===== src/rtl/mul_div.sv =====
// Iterative MULT/MULTU/DIV/DIVU unit for the EX stage: 2-cycle multiply, 33-cycle
// restoring divide, producing {hi, lo} for the HILO pair with a combinational stall.
module mul_div (
   input  logic        clk,
   input  logic        resetn,
   input  logic        start,
   input  logic [1:0]  op,
   input  logic [31:0] a,
   input  logic [31:0] b,
   input  logic        cancel,
   output logic        stall,
   output logic        valid,
   output logic [31:0] hi,
   output logic [31:0] lo
);

   typedef enum logic [1:0] {IDLE, MUL, DIV, DONE} state_t;

   state_t      state;
   logic [31:0] dvd;      // multiplicand / dividend magnitude, becomes the quotient
   logic [31:0] dvs;      // multiplier / divisor magnitude
   logic [31:0] rem;
   logic [4:0]  cnt;
   logic        sgn;
   logic        q_neg;
   logic        r_neg;
   logic        div0;

   logic        is_signed;
   logic [31:0] abs_a;
   logic [31:0] abs_b;
   logic [63:0] prod;
   logic [32:0] rem_shift;
   logic        ge;
   logic [31:0] rem_next;
   logic [31:0] q_next;

   assign is_signed = ~op[0];
   assign abs_a     = (is_signed & a[31]) ? 32'd0 - a : a;
   assign abs_b     = (is_signed & b[31]) ? 32'd0 - b : b;

   // Sign-extending to 64 bits lets one multiplier serve both MULT and MULTU.
   assign prod = $signed({{32{sgn & dvd[31]}}, dvd}) * $signed({{32{sgn & dvs[31]}}, dvs});

   assign rem_shift = {rem, dvd[31]};
   assign ge        = rem_shift >= {1'b0, dvs};
   assign rem_next  = ge ? rem_shift[31:0] - dvs : rem_shift[31:0];
   assign q_next    = {dvd[30:0], ge};

   assign stall = ~cancel & ((state == IDLE & start) | state == MUL | state == DIV);

   // NOTE: every register here, datapath included, is assigned with <= so all of them
   // update together from pre-edge values; the datapath is reset too so no X escapes.
   always_ff @(posedge clk or negedge resetn) begin
      if (!resetn) begin
         state <= IDLE;
         valid <= 1'b0;
         hi    <= 32'd0;
         lo    <= 32'd0;
         dvd   <= 32'd0;
         dvs   <= 32'd0;
         rem   <= 32'd0;
         cnt   <= 5'd0;
         sgn   <= 1'b0;
         q_neg <= 1'b0;
         r_neg <= 1'b0;
         div0  <= 1'b0;
      end else begin
         valid <= 1'b0;
         if (cancel) begin
            state <= IDLE;
         end else begin
            case (state)
               IDLE: begin
                  if (start) begin
                     sgn   <= is_signed;
                     q_neg <= is_signed & (a[31] ^ b[31]);
                     r_neg <= is_signed & a[31];
                     cnt   <= 5'd0;
                     div0  <= op[1] & (b == 32'd0);
                     if (!op[1]) begin
                        dvd   <= a;
                        dvs   <= b;
                        state <= MUL;
                     end else if (b == 32'd0) begin
                        // Divide by zero: final result is staged now, iterations only count.
                        rem   <= a;
                        dvd   <= 32'hFFFF_FFFF;
                        dvs   <= b;
                        state <= DIV;
                     end else begin
                        rem   <= 32'd0;
                        dvd   <= abs_a;
                        dvs   <= abs_b;
                        state <= DIV;
                     end
                  end
               end
               MUL: begin
                  hi    <= prod[63:32];
                  lo    <= prod[31:0];
                  valid <= 1'b1;
                  state <= DONE;
               end
               DIV: begin
                  cnt <= cnt + 5'd1;
                  if (!div0) begin
                     rem <= rem_next;
                     dvd <= q_next;
                  end
                  if (cnt == 5'd31) begin
                     valid <= 1'b1;
                     state <= DONE;
                     if (div0) begin
                        hi <= rem;
                        lo <= dvd;
                     end else begin
                        hi <= r_neg ? 32'd0 - rem_next : rem_next;
                        lo <= q_neg ? 32'd0 - q_next : q_next;
                     end
                  end
               end
               default: begin
                  state <= IDLE;
               end
            endcase
         end
      end
   end

endmodule


===== config.mk =====
export PLATFORM = sky130hd
export DESIGN_NAME = mul_div
export DESIGN_NICKNAME = d
export VERILOG_FILES = /design/src/rtl/mul_div.sv
export SDC_FILE = /design/constraint.sdc
export NUM_CORES = 2
export LEC_CHECK = 0
export CAP_MARGIN = 20
export CORE_MARGIN = 2
export CORE_UTILIZATION = 64
export CTS_BUF_LIST = sky130_fd_sc_hd__clkbuf_8
export CTS_CLUSTER_SIZE = 24
export DETAILED_ROUTE_END_ITERATION = 10
export DONT_BUFFER_PORTS = 1
export GPL_TIMING_DRIVEN = 1
export PLACE_DENSITY = 0.86
export SETUP_SLACK_MARGIN = 0.15
export SLEW_MARGIN = 20
export SYNTH_ARGS = -nofsm -noshare
export SYNTH_HDL_FRONTEND = slang
export SYNTH_SLANG_ARGS = --single-unit

===== constraint.sdc =====
create_clock -name clk -period 17.8 [get_ports clk]
set_input_delay 2.67 -clock clk [delete_from_list [all_inputs] [get_ports clk]]
set_output_delay 2.67 -clock clk [all_outputs]
set_load 0.005 [all_outputs]

; After elaboration in Yosys (flattened, before gate mapping)
; Index checks and enable logic that the tools add are counted.
[op_classes]
magnitude_cmp = 1
n_mul = 1
reduce_logical = 10
n_eq_ne = 9
bitwise = 13
n_mux = 33
add_sub_neg = 6
[op_table]
columns = op, n
row1 = 32-bit 2-to-1 mux, 19
row2 = 32-bit one-hot mux with 2 select lines, 4
row3 = 1-bit by 32-bit subtractor with 32-bit output (first input constant), 4
row4 = 33-bit by 33-bit multiplier with 64-bit output, 1
row5 = 33-bit by 32-bit >= comparator with 1-bit output, 1
row6 = 32-bit zero test, 1
row7 = 32-bit subtractor, 1
row8 = 5-bit one-hot mux with 2 select lines, 1
row9 = 3-bit AND reduction, 3
row10 = 1-bit bitwise AND, 8
row11 = 2-bit 2-to-1 mux, 4
row12 = 2-bit inequality test (second input constant), 3
row13 = 2-bit one-hot mux with 3 select lines, 1
row14 = 5-bit by 1-bit adder with 5-bit output (second input constant), 1
row15 = 5-bit == test (second input constant), 1
row16 = 5-bit 2-to-1 mux, 1
row17 = 5-bit AND reduction, 1
row18 = 4-bit AND reduction, 1
row19 = 2-bit nonzero test, 2
row20 = 3-bit by 2-bit inequality test with 1-bit output (second input constant), 1
row21 = 3-bit inequality test (second input constant), 1
row22 = 2-bit by 1-bit == test with 1-bit output (second input constant), 1
row23 = 2-bit == test (second input constant), 1
row24 = 2-bit zero test, 1
row25 = other kinds (7), 10
[word_totals]
register_bits = 172
output_inout_bits = 66
wordCells = 85
in_bits = 70

; Longest topological paths before layout
[logic_depth]
word_depth = 7
depth_mapped = 33
mapped_depth_nobuf = 30

; Least setup slack after synthesis
; OpenSTA, ideal clock, no wires.
[synth_timing]
path_kind = reg2reg
start = register dvd[31]
end = register hi[29]
arrival_ns = 8.035
stages_incl_launch_ff = 32
path_buffers = 3
setup_ns = 0.132
period_less_slack_ns = 8.167
required_ns = 17.668
setup_slack_ns = 9.633
cell_sequence = dfrtp_1 -> clkbuf_1 -> and2_1 -> clkbuf_1 -> nand2_1 -> inv_1 -> fa_1 -> inv_1 -> fa_1 -> inv_1 -> fa_1 -> fa_1 -> inv_1 -> fa_1 -> inv_1 -> fa_1 -> inv_1 -> fa_1 -> fa_1 -> inv_1 -> ha_1 -> clkbuf_1 -> a21o_1 -> a21o_1 -> a21o_1 -> a21oi_1 -> nand3_1 -> a31o_2 -> a21oi_1 -> xnor2_1 -> a221oi_1 -> o21ai_1
[synth_via]
elab_chain_cells = 7
word_cells_on_any_way = 10
classes_between = add/sub (2) / mul (1) / order compare (1) / mux (5) / bitwise (1)
[synth_rtl]
columns = item, line
row1 = "start, declared", 20  ; logic [31:0] dvd;
row2 = "start signal, assigned", 93  ; dvd <= abs_a;
row3 = "start signal, assigned", 109  ; dvd <= q_next;
row4 = 32-bit subtractor or 33-bit by 32-bit >= comparator with 1-bit output (tied branches), "47, 46"
row5 = 32-bit 2-to-1 mux, 47  ; assign rem_next = ge ? rem_shift[31:0] - dvs : rem_shift[31:0];
row6 = 1-bit by 32-bit subtractor with 32-bit output, 118  ; hi <= r_neg ? 32'd0 - rem_next : rem_next;
row7 = 32-bit 2-to-1 mux, 118
row8 = 32-bit 2-to-1 mux, 114  ; if (div0) begin
row9 = 32-bit 2-to-1 mux, 111  ; if (cnt == 5'd31) begin
row10 = 32-bit one-hot mux with 2 select lines *, 73  ; case (state)
row11 = "end signal, assigned", 100  ; hi <= prod[63:32];
row12 = "end signal, assigned", 115  ; hi <= rem;
row13 = "end signal, assigned", 118
row14 = "end, declared", 13  ; output logic [31:0] hi,
; Mark *: on every way between the ends. The rest lies on a longest branch, timed or not. The select of a mux whose other input is x is not followed.
; A chain may end at the register's enable or synchronous reset.

; Worst setup path after layout
[layout_timing]
start = register dvd[31]
end = register hi[28]
; Same word-level chain as after synthesis.

==> flow_summary.ini <==
[routing]
detailedRoute.firstPassIterationCount = 8
postRouteAntennaNets = 0
drt-vias-per-instance = 6.19
route.detailed.wl_per_inst_um = 23.4
via_count = 41600
drt_iter0_drc = 4077
postRouteWirelength_um = 157000
drc = 0

[worst_setup_path]
path_class = reg2reg
crit_path_start_kind = flop
worstReg2RegStart = dvd[31]
worst-r2r-cell-count = 29
r2r_setup_slack_ns = 8.16
slowest_delay_ns = 0.64
crit_arrival_ns = 10.09
crit_fanout = 41
cpMostUsedCell = sky130_fd_sc_hd__fa_1
cp_endpoint_kind = flop
worst-endpoint-required_ns = 18.25
critical_path.reg2reg.endpoint = hi[28]
crit_slowest_cell = sky130_fd_sc_hd__fa_1

[synthesis]
netlist_area_um2 = 51000
number_of_synthesized_flops_with_an_enable_pin = 0
postSynthNetCount = 7368
synthCells = 5917
avgSynthCellArea_um2 = 8.62
yosysWarnings = 0
async_reset_ff_share_pct = 100
dominantRegCellSynth = sky130_fd_sc_hd__dfrtp_1
ys_seq_area_share_pct = 8.44
yosys.area.top_type = sky130_fd_sc_hd__fa_1
synth_seq_cells = 172
ys_top_cells_by_area = sky130_fd_sc_hd__fa_1 (44%), sky130_fd_sc_hd__inv_1 (8.7%), sky130_fd_sc_hd__dfrtp_1 (8.4%)
synth_top_area_share_pct = 44.2
netlist-cell-type-count = 83

[sta]
grt_setup_unrepaired = no
drv_slew = 0
setup_viol = 0
slew-limit-headroom_pct = 20.8
report.final.hold_viol_count = 0
worst_slack_ns = 8.16
worstMarginPinSlew_ns = 1.18
achievable-frequency_ghz = 0.104
timing.clock.skew_ns = 0.0350
timing.final.crit_share_pct = 54.1
setup-tns-final_ns = 0
finalWorstPathRequiredPeriod_ns = 9.64

[place]
io_buffers = 0
preCtsSetupSlack_ns = 8.42
place.detailed.instances = 6690
gp_congestion = 1.00
place.detailed.hpwl_um = 123000

[grt]
vias_in_the_first_global_route = 45000
gr-usage-met3_pct = 11.4
track_usage_pct = 39.9
grt.met1_usage_pct = 49.1
met2_usage_pct = 62.5
antenna_found_initial = 8
grt_overflow = 0
grt_first_pass_wirelength_um = 248000
busiest_layer = met2
grt_start_max_net_pins = 173

[layout]
multi_input_comb_area_um2 = 40900
layout.area.seq_um2 = 4310
final_net_count = 7110
most-common-layout-cells = sky130_fd_sc_hd__inv_1 (1182), sky130_fd_sc_hd__fa_1 (1126), sky130_fd_sc_hd__nand2_1 (995), sky130_fd_sc_hd__and2_1 (313), sky130_fd_sc_hd__o21ai_0 (306)
layout_cells_sized_above_1_pct = 2.96
flow.area_growth_from_synthesis_pct = 2.20
fin_cells = 6725
filler_cell_count = 6152
most_common_cell_after_layout_fill_and_taps_aside = sky130_fd_sc_hd__inv_1
post-route-util_pct = 66.0

[floorplan]
starting_utilization_of_the_core_area_pct = 64.6
floorplan.rows = 103
area_of_the_placeable_core_um2 = 79000
floorplan.die.width_um = 286
io_pins = 136
die_height_um = 286
die_area_um2 = 82000

[clocking]
cts-htree-levels = 4
max-clock-path-buffers = 2
cts.repair_timing.setup_buffer_count = 0
cts_tree = yes
cts.reportedPaths.clkPinSlew_ns = 0.13
post_cts_resized = 0
insertion_delay_ns = 0.58
cts_sinks = 172
cts-hold-fix-buffers = 0
clock_tree_root = sky130_fd_sc_hd__clkbuf_8
cts_buffers = 17

[hold_path]
worstHoldPathType = reg2reg
worstHoldEndpoint = dvd[17]
hold_path_startpoint = dvd[17]
hold_depth = 2

[outcome]
run_status = completed

[job]
drv.max_cap_violation_count = 0
-- layout make-up --
| type | count | area share, % |
|---|---|---|
| Multi-Input combinational cell | 4200 | 78.6 |
| Inverter | 1185 | 8.54 |
| Sequential cell | 172 | 8.26 |
| Tap cell | 1050 | 2.52 |
| Timing Repair Buffer | 83 | 1.20 |
| Clock inverter | 15 | 0.463 |
| Clock buffer | 17 | 0.449 |
| Antenna cell | 3 | 0.0144 |
-- sequential cells by signal, summed over array words and instances (netlist names) --
signal and flops:
lo 32, dvs 32, div0 1, cnt 5, dvd 32, r_neg 1, sgn 1, state 2
q_neg 1, hi 32, valid 1, rem 32
-- cells in the mapped netlist, types with 31 or more instances --
cell / count
sky130_fd_sc_hd__dfrtp_1: 172
sky130_fd_sc_hd__nor2_1: 220
sky130_fd_sc_hd__xor2_1: 92
sky130_fd_sc_hd__clkbuf_1: 327
sky130_fd_sc_hd__o21ai_0: 306
sky130_fd_sc_hd__nor3_1: 46
sky130_fd_sc_hd__inv_1: 1183
sky130_fd_sc_hd__and3_1: 31
sky130_fd_sc_hd__xnor2_1: 118
sky130_fd_sc_hd__fa_1: 1126
sky130_fd_sc_hd__or3_1: 45
sky130_fd_sc_hd__nand2b_1: 31
sky130_fd_sc_hd__a21oi_1: 163
sky130_fd_sc_hd__mux2i_1: 34
sky130_fd_sc_hd__nand3_1: 33
sky130_fd_sc_hd__a21o_1: 46
sky130_fd_sc_hd__ha_1: 255
sky130_fd_sc_hd__nand2_1: 996
sky130_fd_sc_hd__and2_1: 313
-- logic make-up after synthesis --
kind of cell               Yosys count  synth area share (%)
AOI/OAI and AO/OA                  739                  8.79
xor gates and xnor gates           210                  3.61
DFF                                172                  8.44
and+or+nand+nor                   1829                  16.5
muxes                               41                 0.822
adders and majority gates         1381                  50.5
buffers and inverters             1545                  11.4
-- through the flow --
step                      hold slack, ns  cell area (um^2)
final                              0.497             52100
after global routing               0.534             52100
after CTS                          0.500             52100
after detailed placement           0.472             51600
after global placement             0.463             51600
after floorplan                    0.472             51000
-- metal layers --
metal,share of wire [%],up-vias
met5,0.073,-
met4,7.2,16
met3,12,679
met2,46,2666
met1,34,20900
li1,-,17400
-- critical path: cells and delay by family (launching register included) --
kind                     cells  cell delay [ns]
AO/OA/AOI/OAI               11             2.31
XOR/XNOR                     1             0.17
adder cells (fa/ha/maj)      9             4.50
buffers and inverters        6             1.22
flip-flops                   1             0.42
AND/OR/NAND/NOR              2             0.82
-- worst max path at each step --
stage | from | slack, ns | end | depth (start not counted)
after floorplan | dvd[31] | 9.63 | hi[29] | 31
after global placement | dvd[31] | 8.60 | hi[28] | 29
after detailed placement | dvd[31] | 8.42 | hi[28] | 29
after CTS | dvd[31] | 8.36 | hi[28] | 29
after global routing | dvd[31] | 7.68 | hi[28] | 29
final | dvd[31] | 8.16 | hi[28] | 29
Power is left out: the tool's default activity adds up to more than one toggle a clock period on the data nets, which glitch-free logic cannot reach.
